===== config.mk =====
export PLATFORM = sky130hd
export DESIGN_NAME = pe_seq_ctrl
export DESIGN_NICKNAME = d
export VERILOG_FILES = /design/src/rtl/pe_seq_ctrl.sv
export SDC_FILE = /design/constraint.sdc
export NUM_CORES = 1
export LEC_CHECK = 0
export ABC_AREA = 1
export CAP_MARGIN = 20
export CORE_UTILIZATION = 57
export CTS_BUF_LIST = sky130_fd_sc_hd__clkbuf_4 sky130_fd_sc_hd__clkbuf_8
export DETAILED_ROUTE_END_ITERATION = 7
export HOLD_SLACK_MARGIN = 0.08
export PLACE_DENSITY = 0.83
export SLEW_MARGIN = 10
export SYNTH_ARGS = -nofsm -noshare
export SYNTH_HDL_FRONTEND = slang
export SYNTH_SLANG_ARGS = --single-unit

===== constraint.sdc =====
create_clock -name clk -period 2.75 [get_ports clk]
set_input_delay 0.275 -clock clk [delete_from_list [all_inputs] [get_ports clk]]
set_output_delay 0.275 -clock clk [all_outputs]
set_load 0.01 [all_outputs]

===== src/rtl/pe_seq_ctrl.sv =====
// Mat-vec pass sequencer for PE_core: clears accumulators, streams k_len SRAM reads, flags done.
// Optional macro PE_SEQ_PERF_EN adds the perf_cycles busy-cycle counter port.
module pe_seq_ctrl #(
  parameter int unsigned ADDR_W    = 10,
  parameter int unsigned K_MAX     = 64,
  parameter int unsigned CNT_W     = 9,
  parameter int unsigned DRAIN_CYC = 2
) (
  input  logic              clk,
  input  logic              srst,
  input  logic              start,
  input  logic              abort,
  input  logic [CNT_W-1:0]  k_len,
  input  logic [ADDR_W-1:0] base_w,
  input  logic [ADDR_W-1:0] base_v,
  output logic              sram_ren,
  output logic [ADDR_W-1:0] sram_raddr_w,
  output logic [ADDR_W-1:0] sram_raddr_v,
  output logic              pe_clr,
  output logic              alu_start,
  output logic [CNT_W-1:0]  cycle_num,
  output logic              busy,
  output logic              done,
  output logic              err
`ifdef PE_SEQ_PERF_EN
  ,
  output logic [31:0]       perf_cycles
`endif
);

  localparam int unsigned DW  = (DRAIN_CYC > 1) ? $clog2(DRAIN_CYC) : 1;
  localparam int unsigned CW1 = CNT_W + 1;

  typedef enum logic [2:0] {S_IDLE, S_CLEAR, S_RUN, S_DRAIN, S_DONE} state_t;

  state_t            state;
  logic [CNT_W-1:0]  idx;
  logic [DW-1:0]     drain_cnt;
  logic [CNT_W-1:0]  k_reg;
  logic [ADDR_W-1:0] bw_reg;
  logic [ADDR_W-1:0] bv_reg;

  logic             req;
  logic             k_ok;
  logic             last;
  logic [CNT_W:0]   idx_p2;

  // Abort masks start even in IDLE, so neither accept nor err fires.
  assign req    = start && !abort;
  assign k_ok   = (k_len != '0) && (k_len <= CNT_W'(K_MAX));
  assign last   = (idx == k_reg - CNT_W'(1));
  assign idx_p2 = {1'b0, idx} + CW1'(2);

  always_ff @(posedge clk) begin
    if (srst) begin
      state        <= S_IDLE;
      idx          <= '0;
      drain_cnt    <= '0;
      k_reg        <= '0;
      bw_reg       <= '0;
      bv_reg       <= '0;
      sram_ren     <= 1'b0;
      sram_raddr_w <= '0;
      sram_raddr_v <= '0;
      pe_clr       <= 1'b0;
      alu_start    <= 1'b0;
      cycle_num    <= '0;
      busy         <= 1'b0;
      done         <= 1'b0;
      err          <= 1'b0;
    end else begin
      pe_clr    <= 1'b0;
      alu_start <= 1'b0;
      cycle_num <= '0;
      sram_ren  <= 1'b0;
      done      <= 1'b0;
      err       <= 1'b0;
      if (abort && state != S_IDLE) begin
        state        <= S_IDLE;
        busy         <= 1'b0;
        idx          <= '0;
        drain_cnt    <= '0;
        sram_raddr_w <= '0;
        sram_raddr_v <= '0;
      end else begin
        case (state)
          S_IDLE: begin
            if (req && k_ok) begin
              state        <= S_CLEAR;
              k_reg        <= k_len;
              bw_reg       <= base_w;
              bv_reg       <= base_v;
              busy         <= 1'b1;
              pe_clr       <= 1'b1;
              sram_ren     <= 1'b1;
              sram_raddr_w <= base_w;
              sram_raddr_v <= base_v;
            end else if (req) begin
              err <= 1'b1;
            end
          end
          S_CLEAR: begin
            state     <= S_RUN;
            idx       <= '0;
            alu_start <= 1'b1;
            if (k_reg > CNT_W'(1)) begin
              sram_ren     <= 1'b1;
              sram_raddr_w <= bw_reg + ADDR_W'(1);
              sram_raddr_v <= bv_reg + ADDR_W'(1);
            end
          end
          // Read for element idx+1 is issued alongside MAC for element idx.
          S_RUN: begin
            if (last) begin
              state     <= S_DRAIN;
              drain_cnt <= '0;
            end else begin
              idx       <= idx + CNT_W'(1);
              alu_start <= 1'b1;
              cycle_num <= idx + CNT_W'(1);
              if (idx_p2 < {1'b0, k_reg}) begin
                sram_ren     <= 1'b1;
                sram_raddr_w <= bw_reg + ADDR_W'(idx_p2);
                sram_raddr_v <= bv_reg + ADDR_W'(idx_p2);
              end
            end
          end
          S_DRAIN: begin
            if (drain_cnt == DW'(DRAIN_CYC - 1)) begin
              state <= S_DONE;
              done  <= 1'b1;
            end else begin
              drain_cnt <= drain_cnt + DW'(1);
            end
          end
          S_DONE: begin
            state <= S_IDLE;
            busy  <= 1'b0;
          end
          default: begin
            state <= S_IDLE;
            busy  <= 1'b0;
          end
        endcase
      end
    end
  end

`ifdef PE_SEQ_PERF_EN
  // Saturating count of busy cycles for the most recent pass.
  always_ff @(posedge clk) begin
    if (srst) begin
      perf_cycles <= '0;
    end else if (state == S_IDLE && req && k_ok) begin
      perf_cycles <= '0;
    end else if (busy && perf_cycles != 32'hFFFF_FFFF) begin
      perf_cycles <= perf_cycles + 32'd1;
    end
  end
`endif

endmodule

### Yosys cells after proc, flatten, opt, wreduce, memory -nomap -nowiden

Cells that the tools add are included.

* word-level logic and storage cells: 94
* bits of input ports: 33
* output and inout bits: 35
* register bits after elaboration: 77

* bitwise logic cells: 5
* order comparisons: 3
* reductions and logical operators: 23
* add/subtract/negate cells: 8
* eq/ne operators: 10
* multiplexer cells: 30

Operators by type and width (number)
* $mux 10: 8
* $pmux 10 s3: 2
* $add 10x1->10 const B: 2
* $add 10x10->10: 2
* $pmux 9 s2: 1
* $ne 2x2->1 const B: 6
* $pmux 3 s4: 1
* $add 9x2->10 const B: 1
* $lt 10x9->1: 1
* $mux 1: 10
* $add 9x1->9 const B: 1
* $eq 9x9->1: 1
* $gt 9x1->1 const B: 1
* $le 9x7->1 const B: 1
* $mux 3: 3
* $mux 9: 1
* $reduce_bool 9->1: 1
* $reduce_or 3->1: 3
* $sub 9x1->9 const B: 1
* $reduce_or 4->1: 2
* $eq 3x2->1 const B: 2
* $pmux 1 s2: 3
* $reduce_and 2->1: 3
* $reduce_and 3->1: 2
* 11 further kinds: 20

### Longest topological paths before layout

* depth in word-level cells: 5
* gate-level depth with buffers: 17
* mapped depth without buffers: 17

### Worst setup path after synthesis

OpenSTA, ideal clock, no wires.

* path kind: register -> register
* from: reg state[0]
* to: reg sram_raddr_w[6]
* path slack: 0.345 ns
* setup time: 0.113 ns
* stages on the path, launching flop included: 15
* period minus slack after synthesis: 2.405 ns
* data arrival time: 2.292 ns
* required time: 2.637 ns
* buffers on the path: 1
* path through: dfxtp_1 nor2_1 nand2_1 clkbuf_1 nor2_1 inv_1 ha_1 fa_1 nand3_1 nand2_1 a21oi_1 xor2_1 o21ai_0 nor2_1 nor2_1

* cells in the longest elaborated chain, start to end: 3
* elaborated cells between the ends (all ways): 13
* those cells by class: eq/ne (6); mux (1); reduce/logical (6)

RTL lines
* start, declared: RTL line 36 `state_t state;`
* start signal, assigned: RTL line 56 `state <= S_IDLE;`
* start signal, assigned: RTL line 79 `state <= S_IDLE;`
* start signal, assigned: RTL line 89 `state <= S_CLEAR;`
* $eq 3x2->1 (tied with other cells): RTL line 86 `case (state)`
* $ne 2x2->1 (no line) (tied with other cells)
* $reduce_and 5->1 (no line) or $reduce_or 2->1 (tied branches)
* end signal, assigned: RTL line 96 `sram_raddr_w <= base_w;`
* end signal, assigned: RTL line 108 `sram_raddr_w <= bw_reg + ADDR_W'(1);`
* end signal, assigned: RTL line 123 `sram_raddr_w <= bw_reg + ADDR_W'(idx_p2);`
* end, declared: RTL line 17 `output logic [ADDR_W-1:0] sram_raddr_w,`

Several ways; a longest one is shown, not always the timed one.
A chain may end at the register's enable or synchronous reset.

### Worst setup path after layout

* from: reg idx[1]
* to: reg sram_raddr_w[5]

* cells in the longest elaborated chain, start to end: 5
* elaborated cells between the ends (all ways): 10
* those cells by class: add/sub (2); order compare (1); eq/ne (3); mux (3); reduce/logical (1)

RTL lines
* start, declared: RTL line 37 `logic [CNT_W-1:0] idx;`
* start signal, assigned: RTL line 118 `idx <= idx + CNT_W'(1);`
* $add 9x2->10: RTL line 52 `assign idx_p2 = {1'b0, idx} + CW1'(2);`
* $add 10x10->10: RTL line 123
* $mux 10: RTL line 121 `if (idx_p2 < {1'b0, k_reg}) begin`
* $mux 10: RTL line 114 `if (last) begin`
* $pmux 10 s3: RTL line 86

Several ways; a longest one is shown, not always the timed one. The select of a mux whose other input is x is not followed.

==> impl_metrics.env <==
export IMPL_status="finished clean"
export IMPL_final_antenna_net_count=0
export IMPL_syn_avg_cell_area_sq_um=6.72
export IMPL_cap_violations=0
export IMPL_r2r_cells=13
export IMPL_netlist_area_sq_mm=0.00489
export IMPL_final_cell_mix="nand2_1 (169), nor2_1 (85), inv_1 (84)"
export IMPL_grt_pass1_wl_um=22000
export IMPL_max_slew_margin_pct=67.3
export IMPL_avgViaCountPerCell=5.41
export IMPL_path_class="flip-flop to flip-flop"
export IMPL_instances_no_fill=906
export IMPL_leakage_nw=2.83
export IMPL_die_area_sq_mm=0.00895
export IMPL_critPathLaunchType="flip-flop"
export IMPL_cts_root_buf="clkbuf_8"
export IMPL_syn2layout_area_growth_pct=22.3
export IMPL_initial_core_util_pct=59.2
export IMPL_finalMaxSlewViolations=0
export IMPL_power_density_mw_per_mm2=403
export IMPL_cts_hold_fix_buffers=0
export IMPL_grt_pass1_vias=4685
export IMPL_r2r_start="idx[1]"
export IMPL_synth_seq_area_share_pct=31.5
export IMPL_rsz0062_at_grt="yes"
export IMPL_drc_errors=0
export IMPL_crit_start="idx[1]"
export IMPL_final_util_pct=72.4
export IMPL_yosysWarnings=0
export IMPL_core_area_sq_mm=0.00826
export IMPL_fillCellCount=717
export IMPL_ir_worst_vdd_uv=238
export IMPL_hold_ws_ps=474
export IMPL_diodes=0
export IMPL_route_detailed_wl_per_inst_um=14.7
export IMPL_io_pins=68
export IMPL_hold_violations=0
export IMPL_yosysUniqueCellTypes=37
export IMPL_cp_end_kind="flip-flop"
export IMPL_layout_drive_gt1_share_pct=10.1
export IMPL_clockBufferDepth=2
export IMPL_tightest_slew_ps=490
export IMPL_skew_ps=14.7
export IMPL_synthCells=727
export IMPL_firstDrtPassIters=5
export IMPL_drt_iter0_markers=299
export IMPL_final_common_cell="nand2_1"
export IMPL_clk_pin_slew_ps=90
export IMPL_ctsHtreeMaxLevel=3
export IMPL_grt_max_degree=40
export IMPL_setup_violations=0
export IMPL_timing_final_crit_period_ps=2550
export IMPL_worstPathArrival_ps=2850
export IMPL_num_rows=33
export IMPL_clkSinkCount=77
export IMPL_clk_latency_ps=360
export IMPL_ff_latch_area_sq_mm=0.00155
export IMPL_post_dp_hpwl_um=9790
export IMPL_wl_um=13300
export IMPL_fin_crit_sh_pct=92.9
export IMPL_dieHeight_um=94.6
export IMPL_numCtsBuffers=9
export IMPL_hold_start="bw_reg[3]"
export IMPL_final_nets=863
export IMPL_cts_tree="yes"
export IMPL_antenna_found_initial=0
export IMPL_max_freq_mhz=392
export IMPL_numPlacedInstances=889
export IMPL_ff2ff_setup_slack_ps=200
export IMPL_endpoint="sram_raddr_w[5]"
export IMPL_multi_input_area_sq_mm=0.00289
export IMPL_track_usage_pct=31.9
export IMPL_numPortBuffers=67
export IMPL_cp_max_fo=8
export IMPL_vias=4900
export IMPL_die_x_um=94.6
export IMPL_gp_congestion=0.940
export IMPL_grt_ovfl_total=0
export IMPL_r2r_end="sram_raddr_w[5]"
export IMPL_hp_class="flip-flop to flip-flop"
export IMPL_synth_net_count=794
export IMPL_worstPathRequired_ps=3040
export IMPL_ys_ff_latch=77
-- critical path: stages (launching register included) --
cell and delay (ps):
dfxtp_4 390, ha_1 230, or2_2 320, a21oi_2 140
buf_4 150, ha_1 270, nand2_1 100, inv_1 40
nand2_1 60, nand4_1 160, xnor2_1 170, o21ai_0 270
nor2_1 90, nor2_1 100
-- layer usage --
metal / share of wire (%) / GRT usage (%)
met1: 45 / 42.0
met2: 45 / 51.6
met3: 7.0 / 5.48
met4: 2.7 / 13.5
met5: 0 / 0
-- how the worst min path moves through the flow --
stage	end	slack, ps	cells past startpoint
finish	bw_reg[3]	470	2
detailed placement	bw_reg[3]	460	2
global placement	busy	450	2
CTS	bw_reg[3]	470	2
global route	bw_reg[8]	500	2
floorplan	err	420	2
-- metrics by stage --
stage                     setup TNS (ps)  total power [mW]  instance area [sq um]  worst slack [ps]
final                                  0              2.41                   5980               196
after floorplan                        0              1.32                   4890               345
after detailed placement               0              1.44                   5700               107
after global routing               -25.3              2.49                   5980             -22.0
after CTS                              0              2.41                   5920              69.1
after global placement                 0              1.44                   5700               145
-- kinds of logic after synthesis --
kind of cell,after synthesis,share of synthesized area [%]
AOI/OAI and AO/OA,94,10.6
xor gates and xnor gates,29,5.20
adders and majority gates,34,9.01
buffers and inverters,118,10.3
DFF,77,31.5
and+or+nand+nor,375,33.4
-- synth_stat cells (all sizes together) --
library cell    n  area [sq um]
a21o            4          30.0
a21oi          42           214
a31oi           4          25.0
buf            21           135
clkbuf          9          36.3
dfxtp          77          1540
fa              2          40.0
ha             32           400
inv            88           330
nand2         176           673
nand3          82           430
nand3b          2          15.0
nand4           7          50.1
nor2          102           430
nor3            4          20.0
o2111ai         1          8.76
o211ai          2          20.0
o21a            2          15.0
o21ai          34           170
o21bai          3          22.5
o22ai           2          12.5
or2             2          12.5
xnor2          11          96.3
xor2           18           158
-- layout make-up --
class | count | area share, %
Timing Repair Buffer | 88 | 14.3
Inverter | 88 | 5.53
Sequential cell | 77 | 25.9
Clock inverter | 5 | 1.40
Clock buffer | 11 | 2.32
Multi-Input combinational cell | 532 | 48.3
Tap cell | 105 | 2.20
-- what timing repair did --
action                                  4_1_cts  5_1_grt
setup buffers                                 0        1
endpoints found under the setup margin        0       20
resized for setup                             0       18
-- report_power, final --
group | total, mW | internal, mW | switching [mW] | leakage [nW]
combinational | 0.271 | 0.124 | 0.147 | 2.09
clock | 0.994 | 0.536 | 0.458 | 0.107
sequential | 1.15 | 1.13 | 0.0133 | 0.624
total | 2.41 | 1.79 | 0.619 | 2.83
Note: power is estimated with default switching activity, not from simulation.
